`config.mk`:
```
export PLATFORM = sky130hd
export DESIGN_NAME = ace_video_fetch_flat
export DESIGN_NICKNAME = d
export VERILOG_FILES = /design/src/rtl/ace_video_fetch_if.sv /design/src/rtl/ace_video_fetch.sv /design/src/flat_wrapper.sv
export SDC_FILE = /design/constraint.sdc
export NUM_CORES = 1
export LEC_CHECK = 0
export BUFFER_PORTS_ARGS = -buffer_cell sky130_fd_sc_hd__buf_2
export CAP_MARGIN = 40
export CELL_PAD_IN_SITES_DETAIL_PLACEMENT = 1
export CELL_PAD_IN_SITES_GLOBAL_PLACEMENT = 2
export CORE_MARGIN = 1
export CORE_UTILIZATION = 35
export CTS_BUF_LIST = sky130_fd_sc_hd__clkbuf_4
export CTS_CLUSTER_DIAMETER = 80
export CTS_CLUSTER_SIZE = 40
export DETAILED_ROUTE_END_ITERATION = 10
export PLACE_DENSITY_LB_ADDON = 0.1
export SLEW_MARGIN = 20
export SYNTH_ARGS = -nofsm -noshare
export SYNTH_HDL_FRONTEND = slang
export SYNTH_SLANG_ARGS = --single-unit
```
`constraint.sdc`:
```
create_clock -name clk -period 2.6 [get_ports clk]
set_input_delay 0.39 -clock clk [delete_from_list [all_inputs] [get_ports clk]]
set_output_delay 0.39 -clock clk [all_outputs]
set_load 0.05 [all_outputs]
```
`src/rtl/ace_video_fetch_if.sv`:
```
// Bundles the read-only RAM ports and the serial video outputs of the fetch engine.
// The master side is the fetch engine; the slave side is the RAMs plus the video output stage.
interface ace_video_fetch_if;
    logic [9:0] scr_addr;
    logic [7:0] scr_data;
    logic [9:0] chr_addr;
    logic [7:0] chr_data;
    logic       pixel;
    logic       blank;
    logic       hsync_n;
    logic       vsync_n;
    logic       vint;
    logic       vid_busy;

    modport master (
        output scr_addr, chr_addr, pixel, blank, hsync_n, vsync_n, vint, vid_busy,
        input  scr_data, chr_data
    );

    modport slave (
        input  scr_addr, chr_addr, pixel, blank, hsync_n, vsync_n, vint, vid_busy,
        output scr_data, chr_data
    );
endinterface

```
`src/rtl/ace_video_fetch.sv`:
```
// Read-side video engine: H/V timing, screen/char RAM fetch and pixel serialiser
// for a 256x192 mono picture built from 32x24 cells, with bit 7 of the code giving inverse video.
module ace_video_fetch #(
    parameter int H_TOTAL  = 416,
    parameter int V_TOTAL  = 312,
    parameter int HS_START = 320,
    parameter int HS_LEN   = 32,
    parameter int VS_START = 248,
    parameter int VS_LEN   = 8
) (
    input  logic clk,
    input  logic rst,
    input  logic ce_pix,
    ace_video_fetch_if.master vbus
);

    localparam logic [8:0] H_LAST   = 9'(H_TOTAL - 1);
    localparam logic [8:0] V_LAST   = 9'(V_TOTAL - 1);
    localparam logic [8:0] HS_FIRST = 9'(HS_START);
    localparam logic [8:0] HS_END   = 9'(HS_START + HS_LEN);
    localparam logic [8:0] VS_FIRST = 9'(VS_START);
    localparam logic [8:0] VS_END   = 9'(VS_START + VS_LEN);

    logic [8:0] hc;
    logic [8:0] vc;
    logic [7:0] code;
    logic [7:0] pattern;
    logic [7:0] shreg;
    logic       active;
    logic       fetch;
    logic       loadSlot;

    always_comb begin
        active   = (hc >= 9'd8) && (hc < 9'd264) && (vc < 9'd192);
        fetch    = (hc < 9'd256) && (vc < 9'd192);
        loadSlot = active && (hc[2:0] == 3'd0);
    end

    // Column c is fetched during hc 8c..8c+7 and shown at 8c+8..8c+15, so every
    // output registered on a tick describes the position hc held on that tick.
    always_ff @(posedge clk) begin
        if (rst) begin
            hc             <= '0;
            vc             <= '0;
            code           <= '0;
            pattern        <= '0;
            shreg          <= '0;
            vbus.scr_addr  <= '0;
            vbus.chr_addr  <= '0;
            vbus.pixel     <= 1'b0;
            vbus.blank     <= 1'b1;
            vbus.hsync_n   <= 1'b1;
            vbus.vsync_n   <= 1'b1;
            vbus.vint      <= 1'b0;
            vbus.vid_busy  <= 1'b0;
        end else if (ce_pix) begin
            if (hc == H_LAST) begin
                hc <= '0;
                vc <= (vc == V_LAST) ? 9'd0 : vc + 9'd1;
            end else begin
                hc <= hc + 9'd1;
            end

            if (fetch) begin
                case (hc[2:0])
                    3'd0: vbus.scr_addr <= {vc[7:3], hc[7:3]};
                    3'd2: begin
                        code          <= vbus.scr_data;
                        vbus.chr_addr <= {vbus.scr_data[6:0], vc[2:0]};
                    end
                    3'd4: pattern <= vbus.chr_data ^ {8{code[7]}};
                    default: ;
                endcase
            end

            if (loadSlot) begin
                shreg      <= pattern;
                vbus.pixel <= pattern[7];
            end else begin
                shreg      <= {shreg[6:0], 1'b0};
                vbus.pixel <= active && shreg[6];
            end

            vbus.blank    <= !active;
            vbus.hsync_n  <= !((hc >= HS_FIRST) && (hc < HS_END));
            vbus.vsync_n  <= !((vc >= VS_FIRST) && (vc < VS_END));
            vbus.vint     <= (hc == 9'd0) && (vc == VS_FIRST);
            vbus.vid_busy <= (vc < 9'd192) && (hc < 9'd264);
        end else begin
            vbus.vint <= 1'b0;
        end
    end

endmodule

```
`src/flat_wrapper.sv`:
```
// flat-port wrapper written by rule: the top's interface ports become plain ports
module ace_video_fetch_flat 
#(
    parameter int H_TOTAL  = 416,
    parameter int V_TOTAL  = 312,
    parameter int HS_START = 320,
    parameter int HS_LEN   = 32,
    parameter int VS_START = 248,
    parameter int VS_LEN   = 8
)
  (clk, rst, ce_pix, vbus_scr_addr, vbus_chr_addr, vbus_pixel, vbus_blank, vbus_hsync_n, vbus_vsync_n, vbus_vint, vbus_vid_busy, vbus_scr_data, vbus_chr_data);
  ace_video_fetch_if vbus_i ();
  input  logic clk;
  input  logic rst;
  input  logic ce_pix;
  output wire logic [$bits(vbus_i.scr_addr)-1:0] vbus_scr_addr;
  output wire logic [$bits(vbus_i.chr_addr)-1:0] vbus_chr_addr;
  output wire logic [$bits(vbus_i.pixel)-1:0] vbus_pixel;
  output wire logic [$bits(vbus_i.blank)-1:0] vbus_blank;
  output wire logic [$bits(vbus_i.hsync_n)-1:0] vbus_hsync_n;
  output wire logic [$bits(vbus_i.vsync_n)-1:0] vbus_vsync_n;
  output wire logic [$bits(vbus_i.vint)-1:0] vbus_vint;
  output wire logic [$bits(vbus_i.vid_busy)-1:0] vbus_vid_busy;
  input wire logic [$bits(vbus_i.scr_data)-1:0] vbus_scr_data;
  input wire logic [$bits(vbus_i.chr_data)-1:0] vbus_chr_data;
  assign vbus_scr_addr = vbus_i.scr_addr;
  assign vbus_chr_addr = vbus_i.chr_addr;
  assign vbus_pixel = vbus_i.pixel;
  assign vbus_blank = vbus_i.blank;
  assign vbus_hsync_n = vbus_i.hsync_n;
  assign vbus_vsync_n = vbus_i.vsync_n;
  assign vbus_vint = vbus_i.vint;
  assign vbus_vid_busy = vbus_i.vid_busy;
  assign vbus_i.scr_data = vbus_scr_data;
  assign vbus_i.chr_data = vbus_chr_data;
  ace_video_fetch #(.H_TOTAL(H_TOTAL), .V_TOTAL(V_TOTAL), .HS_START(HS_START), .HS_LEN(HS_LEN), .VS_START(VS_START), .VS_LEN(VS_LEN)) u_core (.clk(clk), .rst(rst), .ce_pix(ce_pix), .vbus(vbus_i));
endmodule
```
======== Word-level counts from Yosys, hierarchy flattened ========
Cells that the tools add are included.
storage, ports and cells
  register bits ........................... 67
  output and inout port bits .............. 26
cells by class
  add/sub/neg operators ................... 2
  magnitude comparators ................... 8
  equal/unequal tests ..................... 5
  mux-type cells .......................... 4
  bitwise logic cells ..................... 2
  reduce and logical (&&, ||, !) cells .... 19
operators by type and width
  kind                 count
  $lt 9x9->1 const B   4
  $add 9x1->9 const B  2
  $eq 9x9->1 const B   2
  $mux 9               2
  $eq 9x8->1 const B   1
  $ge 9x4->1 const B   1
  $ge 9x8->1 const B   1
  $ge 9x9->1 const B   1
  $logic_and 1x1->1    9
  $logic_not 9->1      1
  $lt 9x8->1 const B   1
  $reduce_and 3->1     3
  $xor 8x8->8          1
  $mux 7               1
  $eq 3x2->1 const B   1
  $eq 3x3->1 const B   1
  $logic_not 1->1      3
  $logic_not 3->1      1
  $reduce_and 2->1     1
  $reduce_or 2->1      1
  $mux 1               1
  $not 1->1            1

======== Depth between registers and ports, before layout ========
  depth in word-level cells ............... 5
  gate-level depth with buffers ........... 7

======== Worst setup path after synthesis ========
Ideal clock, no wire load.
  path type ............................... reg-to-reg
  start ................................... register u_core.hc[3]
  end ..................................... register u_core.shreg[3]
  arrival time ............................ 1.994 ns
  data required time ...................... 2.509 ns
  slack ................................... 0.515 ns
  cell stages (with the launch flop) ...... 7
  period minus slack after synthesis ...... 2.085 ns
  path through ............................ dfxtp_1 -> buf_6 -> or4_4 -> o21a_4 -> buf_6 -> or4b_1 -> a311oi_1
between the ends
  word-level cells in the longest chain between the ends .. 5
  elaborated cells on any way between the ends .. 6
RTL lines
  what                                             line                   text
  start: declaration                               ace_video_fetch.sv:24  logic [8:0] hc;
  start signal: assignment                         ace_video_fetch.sv:61  hc <= hc + 9'd1;
  $ge 9x4->1 / $lt 9x9->1 (equally long branches)  ace_video_fetch.sv:34  active = (hc >= 9'd8) && (hc < 9'd264) && (vc < 9'd192);
  $logic_and 1x1->1 (*) (2 in series)              ace_video_fetch.sv:34
  $logic_and 1x1->1 (*)                            ace_video_fetch.sv:36  loadSlot = active && (hc[2:0] == 3'd0);
  $mux 7 (*)                                       ace_video_fetch.sv:76  if (loadSlot) begin
  end signal: assignment                           ace_video_fetch.sv:77  shreg <= pattern;
  end signal: assignment                           ace_video_fetch.sv:80  shreg <= {shreg[6:0], 1'b0};
  end: declaration                                 ace_video_fetch.sv:28  logic [7:0] shreg;
Mark *: on every way between the ends. The rest lies on a longest branch, timed or not.
A chain may end at the register's enable or synchronous reset.

======== Worst setup path after layout ========
  start ................................... register u_core.hc[0]
  end ..................................... register u_core.shreg[6]
between the ends
  word-level cells in the longest chain between the ends .. 5
  elaborated cells on any way between the ends .. 7
RTL lines
  what                                             line
  $ge 9x4->1 / $lt 9x9->1 (equally long branches)  ace_video_fetch.sv:34
  $logic_and 1x1->1 (2 in series)                  ace_video_fetch.sv:34
  $logic_and 1x1->1 (*)                            ace_video_fetch.sv:36
  $mux 7 (*)                                       ace_video_fetch.sv:76
Marks and branches as above.

==> results by group <==
Floorplan
  • FP Rows: 31
  • Die X-Extent: 90.5 um
  • Core ar.: 7410 um2
  • Initial Utilization: 0.370
  • Full die area: 8180 um2
  • Die Y-Extent: 90.5 um
  • Top Ports: 45

Layout
  • Area growth syn-to-layout: 14.8%
  • Share of layout cells above drive strength 1: 0.213
  • Final cell count without fillers: 437
  • Final net count: 357
  • Inserted Diodes: 0
  • Layout fillers: 884
  • Final core occ: 0.424

Timing
  • Achievable Freq: 482 MHz
  • Setup_tns: 0 ns
  • RSZ-0062 raised after global routing: no
  • Slew Viols, Final: 0
  • Final hold vios: 0
  • Minimum clock period after layout: 2.08 ns
  • Slew margin rel.: 0.538
  • Final Setup Violations: 0
  • Least-Margin Pin Slew: 0.693 ns
  • Final Cycle Share: 0.799
  • Final Skew: 0.0185 ns

Clock network
  • TritonCTS Buffers: 9
  • Clk_lat worst skew: 0.40 ns
  • CTS tree: done
  • Post-CTS sizing: 0
  • Clk sinks: 60
  • Root Driver: clkbuf_4
  • H-tree levels: 3
  • Cts hold-fix bufs: 0
  • Clock-pin slew on the worst setup and hold paths: 0.11 ns
  • Setup bufs post-CTS: 0
  • CTS Buffer Depth: 2

Global routing
  • GRT Total Usage: 0.163
  • Pin count of the biggest net entering global routing: 38
  • Global-route wire length before repair: 10600 um
  • Number of global-route vias before repair: 2127
  • Grt total ovfl: 0
  • Initial antenna violation count: 0

Detailed routing
  • Routed met2 length: 2790 um
  • Drt drc: 0
  • Initial DRC Count: 38
  • Router iterations before antenna repair: 4
  • Max Used Layer: met4
  • WL/cell: 14.4 um
  • Vias/cell: 4.97
  • Length of routed wiring on met1: 3240 um
  • Vias: 2173
  • Antenna-violating nets left: 0
  • Final WL: 6290 um
  • Metal3 WL: 170 um

Job
  • MaxCap Viol Count: 0

Run status
  • Status: complete, no violations

Power
  • Power per cell area: 578 nW/um2
  • Peak supply drop: 201 uV
  • Leakage: 0.00129 uW

Critical path
  • Slowest cell on the critical path: or4b_1
  • CP peak stage delay: 0.53 ns
  • Crit path capture type: flip-flop
  • Bufs and invs on worst path: 1
  • Worst path cell trace: inv_1 > ha_1 > nor2b_1 > nand2_1 > or4b_1 > a311oi_1
  • Arrival time worst endpoint: 2.38 ns
  • CP Launch Type: flip-flop
  • CP delay by family, top: simple AND/OR/NAND/NOR gates
  • Worst path required time: 2.90 ns
  • Setup CP Type: flip-flop to flip-flop
  • Max FO, Critical Path: 13

Logic synthesis
  • Synth Instances: 299
  • Mean post-synth cell area: 9.16 um2
  • Register area share after synthesis: 0.439
  • Post-synth net total: 323
  • Netlist cell types: 41
  • Number of flops mapped to enable cells by yosys: 0
  • Synth Warn #: 0
  • Top cell type's share of synthesized area: 0.439
  • Top-count cell post-synth: dfxtp_1
  • Area leader, netlist: dfxtp_1
  • Cell Area, Synth: 2740 um2
  • #FFs+latches synth: 60
  • Synth cell count leaders: dfxtp_1 (60), nor2_1 (46), mux2i_1 (25), clkbuf_1 (16), xnor2_1 (14)
  • Top FF cell, synth: dfxtp_1
  • Ys async rst share: 0
  • Synth area leaders: dfxtp_1 (44%), mux2i_1 (9.1%), nor2_1 (6.3%)

Placed design
  • Hpwl dp: 4360 um
  • # port buffers: 44
  • Placer Congestion: 0.721
  • Placed Cells incl. Taps: 421

Hold path
  • Hold Crit Class: input port to flip-flop
-- flip-flops by register name, indices dropped and copies added (netlist names) --
signal                cells
u_core.code               2
u_core.vbus.vid_busy      1
u_core.vbus.hsync_n       1
u_core.vbus.blank         1
u_core.pattern            8
u_core.hc                 9
u_core.vc                 9
u_core.shreg              7
u_core.vbus.vsync_n       1
u_core.vbus.scr_addr     10
u_core.vbus.chr_addr      9
u_core.vbus.pixel         1
u_core.vbus.vint          1
-- placed cells by master (no fill, tap or decap), types with 2 or more instances in the layout --
| cell type | count |
|---|---|
| clkbuf_4 | 10 |
| dfxtp_1 | 60 |
| clkinv_2 | 3 |
| a21oi_1 | 9 |
| ha_1 | 5 |
| inv_1 | 10 |
| nor4_1 | 5 |
| buf_4 | 9 |
| a211oi_1 | 9 |
| nor3_1 | 9 |
| a311oi_1 | 6 |
| nand3_1 | 9 |
| or4_1 | 2 |
| nand4_1 | 4 |
| nand2_1 | 10 |
| nor2_1 | 46 |
| xor2_1 | 4 |
| or4b_1 | 6 |
| o31ai_1 | 7 |
| mux2i_1 | 25 |
| xnor2_1 | 14 |
| nand4b_1 | 3 |
| buf_2 | 44 |
| nor2b_1 | 3 |
| bufinv_16 | 2 |
| o21ai_0 | 6 |
| or3_1 | 3 |
| and3_1 | 2 |
-- area by class of cell --
cell class,instances,area [um2],area share
flip-flops and latches,60,1200,0.382
clock buffers,10,75.1,0.0239
multi-input cells,199,1340,0.426
repair buffers,53,288,0.0915
well taps,99,124,0.0394
inverters,10,37.5,0.0119
clock inverters,6,78.8,0.0251
-- metrics by stage --
step	hold slack, ns	instance area [um2]	power [uW]	setup WS, ns
after floorplan	0.446	2740	1070	0.515
after global placement	0.451	2990	1110	0.573
after detailed placement	0.463	2990	1110	0.504
after CTS	0.192	3140	1850	0.525
after global routing	0.220	3140	1900	0.311
final	0.220	3140	1820	0.524
-- worst paths after layout --
check / start / endpoint / slack, ns / depth (start not counted)
worst max-delay path: u_core.hc[0]$_SDFFE_PP0P_ / u_core.shreg[6]$_SDFFE_PP0P_ / 0.52 / 6
worst min-delay path: vbus_scr_data[3] / u_core.vbus.chr_addr[6]$_SDFFE_PP0P_ / 0.22 / 3
worst max register to register: u_core.hc[0]$_SDFFE_PP0P_ / u_core.shreg[6]$_SDFFE_PP0P_ / 0.52 / 6
worst min register to register: u_core.vbus.vid_busy$_SDFFE_PP0P_ / u_core.vbus.vid_busy$_SDFFE_PP0P_ / 0.47 / 2
-- per-layer routing --
| layer | vias to the layer above | global-route usage |
|---|---|---|
| met1 | 1004 | 0.222 |
| met2 | 40 | 0.247 |
| met5 | - | 0 |
| li1 | 1121 | - |
| met4 | 0 | 0.0806 |
| met3 | 8 | 0.0311 |
-- cells by family (layout without fill, tap and decap cells) --
| family | count (synthesis) | count (layout) | synth area share |
|---|---|---|---|
| xor+xnor | 18 | 18 | 0.0576 |
| fa+ha+maj | 5 | 5 | 0.0228 |
| mux | 25 | 25 | 0.0914 |
| flops | 60 | 60 | 0.439 |
| buf+inv | 40 | 79 | 0.0722 |
| simple gates | 108 | 108 | 0.206 |
| compound gates | 43 | 43 | 0.112 |
-- where the power goes --
group          switching [uW]  leakage [uW]  internal [uW]
registers                10.9      0.000485            933
clock network             340     0.0000876            393
logic                    87.1      0.000722           54.4
-- worst min-delay path: stages --
cell and delay, ns:
buf_2 0.07, mux2i_1 0.05, nor2_1 0.07
Note: power is estimated with default switching activity, not from simulation.
